### config.mk
export PLATFORM = sky130hd
export DESIGN_NAME = ic_receiver
export DESIGN_NICKNAME = d
export VERILOG_FILES = /design/src/rtl/ic_pkg.sv /design/src/rtl/ic_flag_aligner.sv /design/src/rtl/ic_receiver.sv
export SDC_FILE = /design/constraint.sdc
export NUM_CORES = 1
export LEC_CHECK = 0
export CORE_MARGIN = 1.5
export CORE_UTILIZATION = 33
export CTS_CLUSTER_DIAMETER = 40
export DETAILED_ROUTE_END_ITERATION = 8
export SLEW_MARGIN = 30
export SYNTH_ARGS = -nofsm -noshare
export SYNTH_HDL_FRONTEND = slang
export SYNTH_HIERARCHICAL = 1
export SYNTH_SLANG_ARGS = --single-unit
### constraint.sdc
create_clock -name clk_40 -period 6.49 [get_ports clk_40]
set_input_delay 1.6225 -clock clk_40 [delete_from_list [all_inputs] [get_ports clk_40]]
set_output_delay 1.6225 -clock clk_40 [all_outputs]
set_load 0.005 [all_outputs]
### src/rtl/ic_pkg.sv
// Shared constants for the lpGBT IC receive path: delimiter value, bits per
// clk_40 cycle and the deframer state encodings.
package ic_pkg;

    localparam logic [7:0] IC_FLAG           = 8'h7E;
    localparam int         IC_BITS_PER_CYCLE = 2;

    localparam logic [1:0] ST_IDLE = 2'd0;
    localparam logic [1:0] ST_HUNT = 2'd1;
    localparam logic [1:0] ST_OPEN = 2'd2;
    localparam logic [1:0] ST_RECV = 2'd3;

endpackage

### src/rtl/ic_flag_aligner.sv
// Shift history, dual-phase 0x7E search, phase lock and byte tick for the IC stream.
// byte_o/is_flag_o are combinational from registers; no backpressure (stream cannot stall).
module ic_flag_aligner
    import ic_pkg::*;
(
    input  logic       clk_40,
    input  logic       rst,
    input  logic [1:0] ic_i,
    input  logic       unlock_i,
    output logic       flag_found_o,
    output logic       byte_strobe_o,
    output logic [7:0] byte_o,
    output logic       is_flag_o,
    output logic       locked_o,
    output logic       phase_o
);

    logic [7+IC_BITS_PER_CYCLE:0] sr_q, sr_d;
    logic                         locked_q, locked_d;
    logic                         phase_q, phase_d;
    logic [1:0]                   tick_q, tick_d;
    logic                         hit0, hit1;
    logic                         sr_msb_unused;

    assign sr_msb_unused = sr_q[9];

    assign hit0 = (sr_q[7:0] == IC_FLAG);
    assign hit1 = (sr_q[8:1] == IC_FLAG);

    assign flag_found_o  = !locked_q && (hit0 || hit1);
    assign byte_o        = phase_q ? sr_q[8:1] : sr_q[7:0];
    assign byte_strobe_o = locked_q && (tick_q == 2'd3);
    assign is_flag_o     = (byte_o == IC_FLAG);
    assign locked_o      = locked_q;
    assign phase_o       = phase_q;

    // While hunting, the delimiter just found fixes the byte grid: the tick
    // restarts so the next full byte lands exactly four cycles later.
    always_comb begin
        sr_d     = {sr_q[7:0], ic_i};
        locked_d = locked_q;
        phase_d  = phase_q;
        tick_d   = tick_q + 2'd1;
        if (!locked_q) begin
            if (hit0 || hit1) begin
                locked_d = 1'b1;
                phase_d  = !hit0;
                tick_d   = 2'd0;
            end
        end else if (unlock_i) begin
            locked_d = 1'b0;
        end
    end

    always_ff @(posedge clk_40 or posedge rst) begin
        if (rst) begin
            sr_q     <= '0;
            locked_q <= 1'b0;
            phase_q  <= 1'b0;
            tick_q   <= 2'd0;
        end else begin
            sr_q     <= sr_d;
            locked_q <= locked_d;
            phase_q  <= phase_d;
            tick_q   <= tick_d;
        end
    end

endmodule

### src/rtl/ic_receiver.sv
// lpGBT IC receive deframer: delimiter-framed bytes out with length/parity status.
// A byte is emitted 1 cycle after the following byte boundary; no backpressure.
module ic_receiver
    import ic_pkg::*;
#(
    parameter int MAX_BYTES    = 32,
    parameter int MIN_BYTES    = 3,
    parameter int PARITY_START = 2
) (
    input  logic       clk_40,
    input  logic       rst,
    input  logic [1:0] ic,
    output logic [7:0] rx_data,
    output logic       rx_valid,
    output logic       rx_sop,
    output logic       rx_eop,
    output logic       frame_done,
    output logic [8:0] frame_len,
    output logic       parity_err,
    output logic       len_err,
    output logic       locked,
    output logic       phase
);

    logic       flag_found, byte_strobe, is_flag, unlock;
    logic [7:0] rx_byte;

    logic [1:0] state_q, state_d;
    logic [8:0] count_q, count_d;
    logic [7:0] hold_q, hold_d;
    logic [7:0] acc_q, acc_d;
    logic [7:0] data_q, data_d;
    logic       valid_q, valid_d;
    logic       sop_q, sop_d;
    logic       eop_q, eop_d;
    logic       done_q, done_d;
    logic [8:0] len_q, len_d;
    logic       perr_q, perr_d;
    logic       lerr_q, lerr_d;

    ic_flag_aligner u_aligner (
        .clk_40        (clk_40),
        .rst           (rst),
        .ic_i          (ic),
        .unlock_i      (unlock),
        .flag_found_o  (flag_found),
        .byte_strobe_o (byte_strobe),
        .byte_o        (rx_byte),
        .is_flag_o     (is_flag),
        .locked_o      (locked),
        .phase_o       (phase)
    );

    // Each byte is held until the next boundary reveals whether it was the last.
    // acc covers bytes already known not to be last, so at close it is the
    // parity the held (last) byte must match.
    always_comb begin
        state_d = state_q;
        count_d = count_q;
        hold_d  = hold_q;
        acc_d   = acc_q;
        data_d  = data_q;
        valid_d = 1'b0;
        sop_d   = 1'b0;
        eop_d   = 1'b0;
        done_d  = 1'b0;
        len_d   = len_q;
        perr_d  = perr_q;
        lerr_d  = lerr_q;
        unlock  = 1'b0;
        case (state_q)
            ST_IDLE: state_d = ST_HUNT;
            ST_HUNT: begin
                if (flag_found) begin
                    state_d = ST_OPEN;
                end
            end
            ST_OPEN: begin
                if (byte_strobe && !is_flag) begin
                    hold_d  = rx_byte;
                    count_d = 9'd1;
                    acc_d   = 8'h00;
                    state_d = ST_RECV;
                end
            end
            ST_RECV: begin
                if (byte_strobe) begin
                    if (is_flag) begin
                        data_d  = hold_q;
                        valid_d = 1'b1;
                        sop_d   = (count_q == 9'd1);
                        eop_d   = 1'b1;
                        done_d  = 1'b1;
                        len_d   = count_q;
                        perr_d  = (acc_q != hold_q);
                        lerr_d  = (count_q < 9'(MIN_BYTES));
                        state_d = ST_OPEN;
                    end else if (count_q == 9'(MAX_BYTES)) begin
                        done_d  = 1'b1;
                        len_d   = 9'(MAX_BYTES);
                        perr_d  = 1'b0;
                        lerr_d  = 1'b1;
                        unlock  = 1'b1;
                        state_d = ST_HUNT;
                    end else begin
                        data_d  = hold_q;
                        valid_d = 1'b1;
                        sop_d   = (count_q == 9'd1);
                        if (count_q >= 9'(PARITY_START + 1)) begin
                            acc_d = acc_q ^ hold_q;
                        end
                        hold_d  = rx_byte;
                        count_d = count_q + 9'd1;
                    end
                end
            end
        endcase
    end

    always_ff @(posedge clk_40 or posedge rst) begin
        if (rst) begin
            state_q <= ST_HUNT;
            count_q <= '0;
            hold_q  <= '0;
            acc_q   <= '0;
            data_q  <= '0;
            valid_q <= 1'b0;
            sop_q   <= 1'b0;
            eop_q   <= 1'b0;
            done_q  <= 1'b0;
            len_q   <= '0;
            perr_q  <= 1'b0;
            lerr_q  <= 1'b0;
        end else begin
            state_q <= state_d;
            count_q <= count_d;
            hold_q  <= hold_d;
            acc_q   <= acc_d;
            data_q  <= data_d;
            valid_q <= valid_d;
            sop_q   <= sop_d;
            eop_q   <= eop_d;
            done_q  <= done_d;
            len_q   <= len_d;
            perr_q  <= perr_d;
            lerr_q  <= lerr_d;
        end
    end

    assign rx_data    = data_q;
    assign rx_valid   = valid_q;
    assign rx_sop     = sop_q;
    assign rx_eop     = eop_q;
    assign frame_done = done_q;
    assign frame_len  = len_q;
    assign parity_err = perr_q;
    assign len_err    = lerr_q;

endmodule

Yosys cells after proc, flatten, opt, wreduce, memory -nomap -nowiden
Index checks and enable logic that the tools add are counted.

storage, ports and cells
  bits in latches = 0
  input bits = 4
  memory bits (read-only) = 0
  output and inout port bits = 25
  memories = 0
  logic and storage cells = 110
  flip-flop bits (word level) = 63
  bits in writable memories = 0

operators by class
  shift-type cells = 0
  multipliers = 0
  magnitude comparators = 2
  muxes and demuxes = 54
  eq/ne operators = 18
  bitwise logic cells = 2
  divide/modulo/power cells = 0
  reduce and logical (&&, ||, !) cells = 16
  add/sub/neg operators = 2

operators with widths
  kind                                                                          number
  8-bit two-way mux                                                             12
  9-bit two-way mux                                                             6
  8-bit one-hot mux with 2 select lines                                         2
  1-bit two-way mux                                                             25
  8-bit by 7-bit equality test with 1-bit output, second input constant         3
  9-bit one-hot mux with 2 select lines                                         1
  2-bit two-way mux                                                             7
  2-bit inequality test, second input constant                                  7
  9-bit by 1-bit adder with 9-bit output, second input constant                 1
  9-bit by 1-bit equality test with 1-bit output, second input constant         1
  9-bit by 6-bit equality test with 1-bit output, second input constant         1
  9-bit by 2-bit >= comparator with 1-bit output, second input constant         1
  9-bit by 2-bit less-than comparator with 1-bit output, second input constant  1
  8-bit inequality test                                                         1
  2-bit one-hot mux with 4 select lines                                         1
  8-bit XOR                                                                     1
  2-bit equality test, second input constant                                    3
  3-bit AND reduction                                                           2
  6-bit AND reduction                                                           1
  5-bit AND reduction                                                           1
  4-bit AND reduction                                                           1
  2-bit nonzero test                                                            2
  1-bit logical AND                                                             3
  1-bit zero test                                                               3
  other kinds (7)                                                               7

Longest topological paths before layout
  depth after elaboration = 7
  mapped depth = 10
  depth with buffers taken out = 7

Hierarchy
The synthesis kept the hierarchy.

by module, submodules not included
  module           seq. area each (µm²)  cells each  area an instance (µm²)  instances
  ic_receiver      1252.5                199         2348.5                  1
  ic_flag_aligner  325.3                 42          551.8                   1

Worst setup path before layout
No wires, ideal clock.

  kind = register -> register
  from = register u_aligner.phase_q, in the netlist u_aligner/phase_o
  to = register hold_q[0]
  path buffers = 2
  clock period less this slack = 2.278 ns
  cell stages (with the launch flop) = 9
  required time = 6.365 ns
  slack = 4.212 ns
  arrival time = 2.153 ns
  setup time = 0.125 ns
  cells stage by stage = dfrtp_1 > buf_1 > a31oi_1 > nor3_1 > clkbuf_1 > nand3b_1 > a21oi_2 > nor2_4 > mux2_2

on the way
  word-level cells in the longest chain between the ends = 6
  elaborated cells between the ends (all ways) = 12
  those cells by class = 3 x eq/ne; 6 x mux; 3 x reduce/logical

ends and longest elaborated chain
  element                                           line                   source
  from (decl)                                       ic_flag_aligner.sv:20  logic phase_q, phase_d;
  from (signal assigned)                            ic_flag_aligner.sv:64  phase_q <= phase_d;
  8-bit two-way mux *                               ic_flag_aligner.sv:31  assign byte_o = phase_q ? sr_q[8:1] : sr_q[7:0];
  8-bit by 7-bit equality test with 1-bit output *  ic_flag_aligner.sv:33  assign is_flag_o = (byte_o == IC_FLAG);
  named net is_flag                                 ic_receiver.sv:25      logic flag_found, byte_strobe, is_flag, unlock;
  1-bit zero test                                   ic_receiver.sv:79      if (byte_strobe && !is_flag) begin
  1-bit logical AND                                 ic_receiver.sv:79
  2-bit inequality test (no source line)            -
  5-bit AND reduction (no source line) *            -
  to (signal assigned)                              ic_receiver.sv:137     hold_q <= hold_d;
  to (decl)                                         ic_receiver.sv:30      logic [7:0] hold_q, hold_d;

Mark *: on every way through the listed nets, which the timed path passes. The rest lies on a longest branch. The select of a mux whose other input is x is not followed.
A chain may end at the register's enable or synchronous reset.

Worst setup path after layout
  from = register u_aligner.phase_q, in the netlist u_aligner/phase_o
  to = output port phase

RTL lines
  element    line               source
  to (decl)  ic_receiver.sv:22  output logic phase

No word-level cell between the ends.

==> impl_metrics.env <==
export IMPL_path_buf_inv=1
export IMPL_nNetsFinal=278
export IMPL_initial_utilization_pct=33.58
export IMPL_rrSetupSlack_ps=3700
export IMPL_synth_top_area_share_pct=53.49
export IMPL_io_buffers=28
export IMPL_hold_buffers=0
export IMPL_max_freq_mhz=316.4
export IMPL_hp_start="u_aligner/sr_q[5]"
export IMPL_critPathKind="register to primary output"
export IMPL_holdWs_ps=420.4
export IMPL_n_antenna_cell=0
export IMPL_ir_drop_uv=97.94
export IMPL_rows=34
export IMPL_cts_resized_gates=0
export IMPL_max_cap_viol_count=0
export IMPL_post_cts_buffers=0
export IMPL_drt_pre_antenna_iters=4
export IMPL_coreArea_sq_mm=0.008636
export IMPL_hold_class="register to register"
export IMPL_min_period_over_period_pct=48.70
export IMPL_worstPathArrival_ps=1540
export IMPL_ys_seq_elements=63
export IMPL_syn_inst=241
export IMPL_htreeDepth=3
export IMPL_syn_area_sq_mm=0.002900
export IMPL_drt_total_wl_microns=5537
export IMPL_cts_buffers=9
export IMPL_drive_gt1_share_pct=17.88
export IMPL_grt_pass1_vias=1957
export IMPL_clk_latency_ps=340
export IMPL_crit_path_max_fanout=14
export IMPL_multi_input_area_sq_mm=0.001227
export IMPL_clk_pin_slew_ps=70
export IMPL_drtAntennaViolNets=0
export IMPL_crit_family="flip-flops"
export IMPL_cts_sinks=63
export IMPL_ctsLongestPathBuffers=2
export IMPL_worstRegToRegCells=6
export IMPL_via_per_inst=5.110
export IMPL_report_final_slew_viol_count=0
export IMPL_fin_crit_ps=3161
export IMPL_rr_startpoint="u_aligner/phase_o"
export IMPL_synth_edf_count=0
export IMPL_status="finished clean"
export IMPL_drcViolationCount=0
export IMPL_final_setup_viol_count=0
export IMPL_dpl_hpwl_microns=3859
export IMPL_synth_ff_type="dfrtp_1"
export IMPL_n_fill_cell=859
export IMPL_syn_avg_cell_area_sq_um=12.03
export IMPL_synth_cell_types=55
export IMPL_grt_overflow_total=0
export IMPL_root_buffer="clkbuf_8"
export IMPL_rsz0062_at_grt="false"
export IMPL_yosys_area_top_type="dfrtp_1"
export IMPL_grt_max_degree=51
export IMPL_die_x_microns=96.75
export IMPL_synthArstFlopShare_pct=100.0
export IMPL_yosys_warnings=6
export IMPL_wl_per_cell_microns=14.49
export IMPL_leakage_nw=1.476
export IMPL_r2r_end="hold_q[2]"
export IMPL_end_kind="primary output"
export IMPL_grt_pass1_wl_microns=9839
export IMPL_boundaryPins=29
export IMPL_synth_fp_nets=249
export IMPL_ys_seq_area_share_pct=54.40
export IMPL_syn_to_final_growth_pct=19.11
export IMPL_slowest_stage="dfrtp_1"
export IMPL_required_ps=4870
export IMPL_setup_tns_ps=0
export IMPL_fp_dieH_microns=96.75
export IMPL_p_total_uw=915.2
export IMPL_hold_viol=0
export IMPL_cts_tree="yes"
export IMPL_cp_cell_sequence="clkdlybuf4s50_1"
export IMPL_globalplace_congestion=0.8162
export IMPL_design_die_area_sq_mm=0.009361
export IMPL_hold_path_depth=0
export IMPL_worstMarginPinSlew_ps=713.9
export IMPL_drtIter0Drc=75
export IMPL_seqCellArea_sq_mm=0.001578
export IMPL_vias=1952
export IMPL_power_density_mw_per_mm2=264.9
export IMPL_antenna_found_initial=0
export IMPL_skew_ps=11.25
export IMPL_hold_end="u_aligner/sr_q[7]"
export IMPL_critPathLaunchType="register"
export IMPL_relSlewSlack_pct=52.41
export IMPL_critPathMaxStageDelay_ps=610
export IMPL_grt_total_usage_pct=13.20
export IMPL_ys_top_cells_by_area="dfrtp_1 53%, mux2_2 7.0%, a22o_1 2.4%"
cells in the mapped netlist, drive strengths merged, types with 2 or more instances:
cell type and n:
nor3 3, and2 2, nand3b 2, nor4 2, a2111oi 3, nor2 11, dfrtp 62, clkbuf 6
nand2 10, o21ai 7, a21oi 5, o221a 3, inv 16, o2bb2ai 7, nand3 5, nor3b 2
xnor2 7, mux2 22, or3b 2, nand4 7, and3 2, a22o 8, nand2b 9, ha 4
o22ai 3, nor2b 2, a211oi 2, buf 5, o221ai 6
kinds of logic after synthesis:
group	share of synthesized area, %
AND/OR/NAND/NOR	13.68
flip-flops	54.40
AO/OA/AOI/OAI	15.57
buffers and inverters	3.667
multiplexers	8.542
XOR/XNOR	2.416
adder cells (fa/ha/maj)	1.726
routing by layer:
metal / vias to the layer above / GRT usage (%) / wire (microns)
met3: 6 / 4.769 / 221
met1: 966 / 19.07 / 2893
li1: 947 / - / -
met4: 0 / 4.682 / 82
met2: 33 / 18.13 / 2339
met5: - / 0 / 0
where the power goes:
group | switching, mW | total (mW) | leakage, nW | internal (mW)
combinational | 0.0641 | 0.141 | 0.551 | 0.0767
clock | 0.145 | 0.289 | 0.0850 | 0.145
sequential | 0.0546 | 0.485 | 0.840 | 0.430
total | 0.263 | 0.915 | 1.48 | 0.652
worst max path at each step:
| stage | startpoint | to | cells past startpoint | slack [ps] |
|---|---|---|---|---|
| final | u_aligner/phase_o | phase | 1 | 3330 |
| after floorplan | rst | acc_q[0] | 1 | 3670 |
| after CTS | u_aligner/phase_o | phase | 1 | 3310 |
| after global routing | u_aligner/phase_o | phase | 1 | 3220 |
| after global placement | u_aligner/phase_o | hold_q[3] | 6 | 3450 |
| after detailed placement | u_aligner/phase_o | hold_q[2] | 6 | 3340 |
cell type report:
| type | instances | share of cell area, % |
|---|---|---|
| Clock inverter | 4 | 0.6519 |
| Multi-Input combinational cell | 151 | 35.53 |
| Tap cell | 108 | 3.912 |
| Clock buffer | 11 | 4.093 |
| Inverter | 16 | 1.811 |
| Sequential cell | 63 | 45.67 |
| Timing Repair Buffer | 29 | 8.330 |
placed cells by master (no fill, tap or decap), types with 5 or more instances in the layout:
cell and count:
clkdlybuf4s50_1 28, nand3_1 5, inv_1 14, nand2b_1 9, xnor2_1 7, nand2_1 10, o21ai_0 5, nand4_1 5
clkbuf_8 10, dfrtp_1 62, nor2_1 10, mux2_2 18, o2bb2ai_1 7, a22o_1 8, o221ai_1 6
registers in the layout (all words and copies together) (netlist names):
name / flops
u_aligner/locked_o: 1
rx_valid: 1
u_aligner/tick_q: 2
rx_sop: 1
u_aligner/sr_q: 9
frame_len: 9
state_q: 2
len_err: 1
acc_q: 8
rx_data: 8
rx_eop: 1
u_aligner/phase_o: 1
count_q: 9
hold_q: 8
parity_err: 1
frame_done: 1
per-stage QoR:
step / cell area (sq um) / setup WS (ps) / std cells / utilization, %
after floorplan: 2900 / 3668 / 241 / -
after global placement: 3283 / 3453 / 367 / 38.02
after detailed placement: 3286 / 3343 / 367 / 38.05
after CTS: 3450 / 3314 / 382 / 39.94
after global routing: 3455 / 3218 / 382 / 40.00
final: 3455 / 3329 / 382 / 40.00
Note: power is estimated with default switching activity, not from simulation.
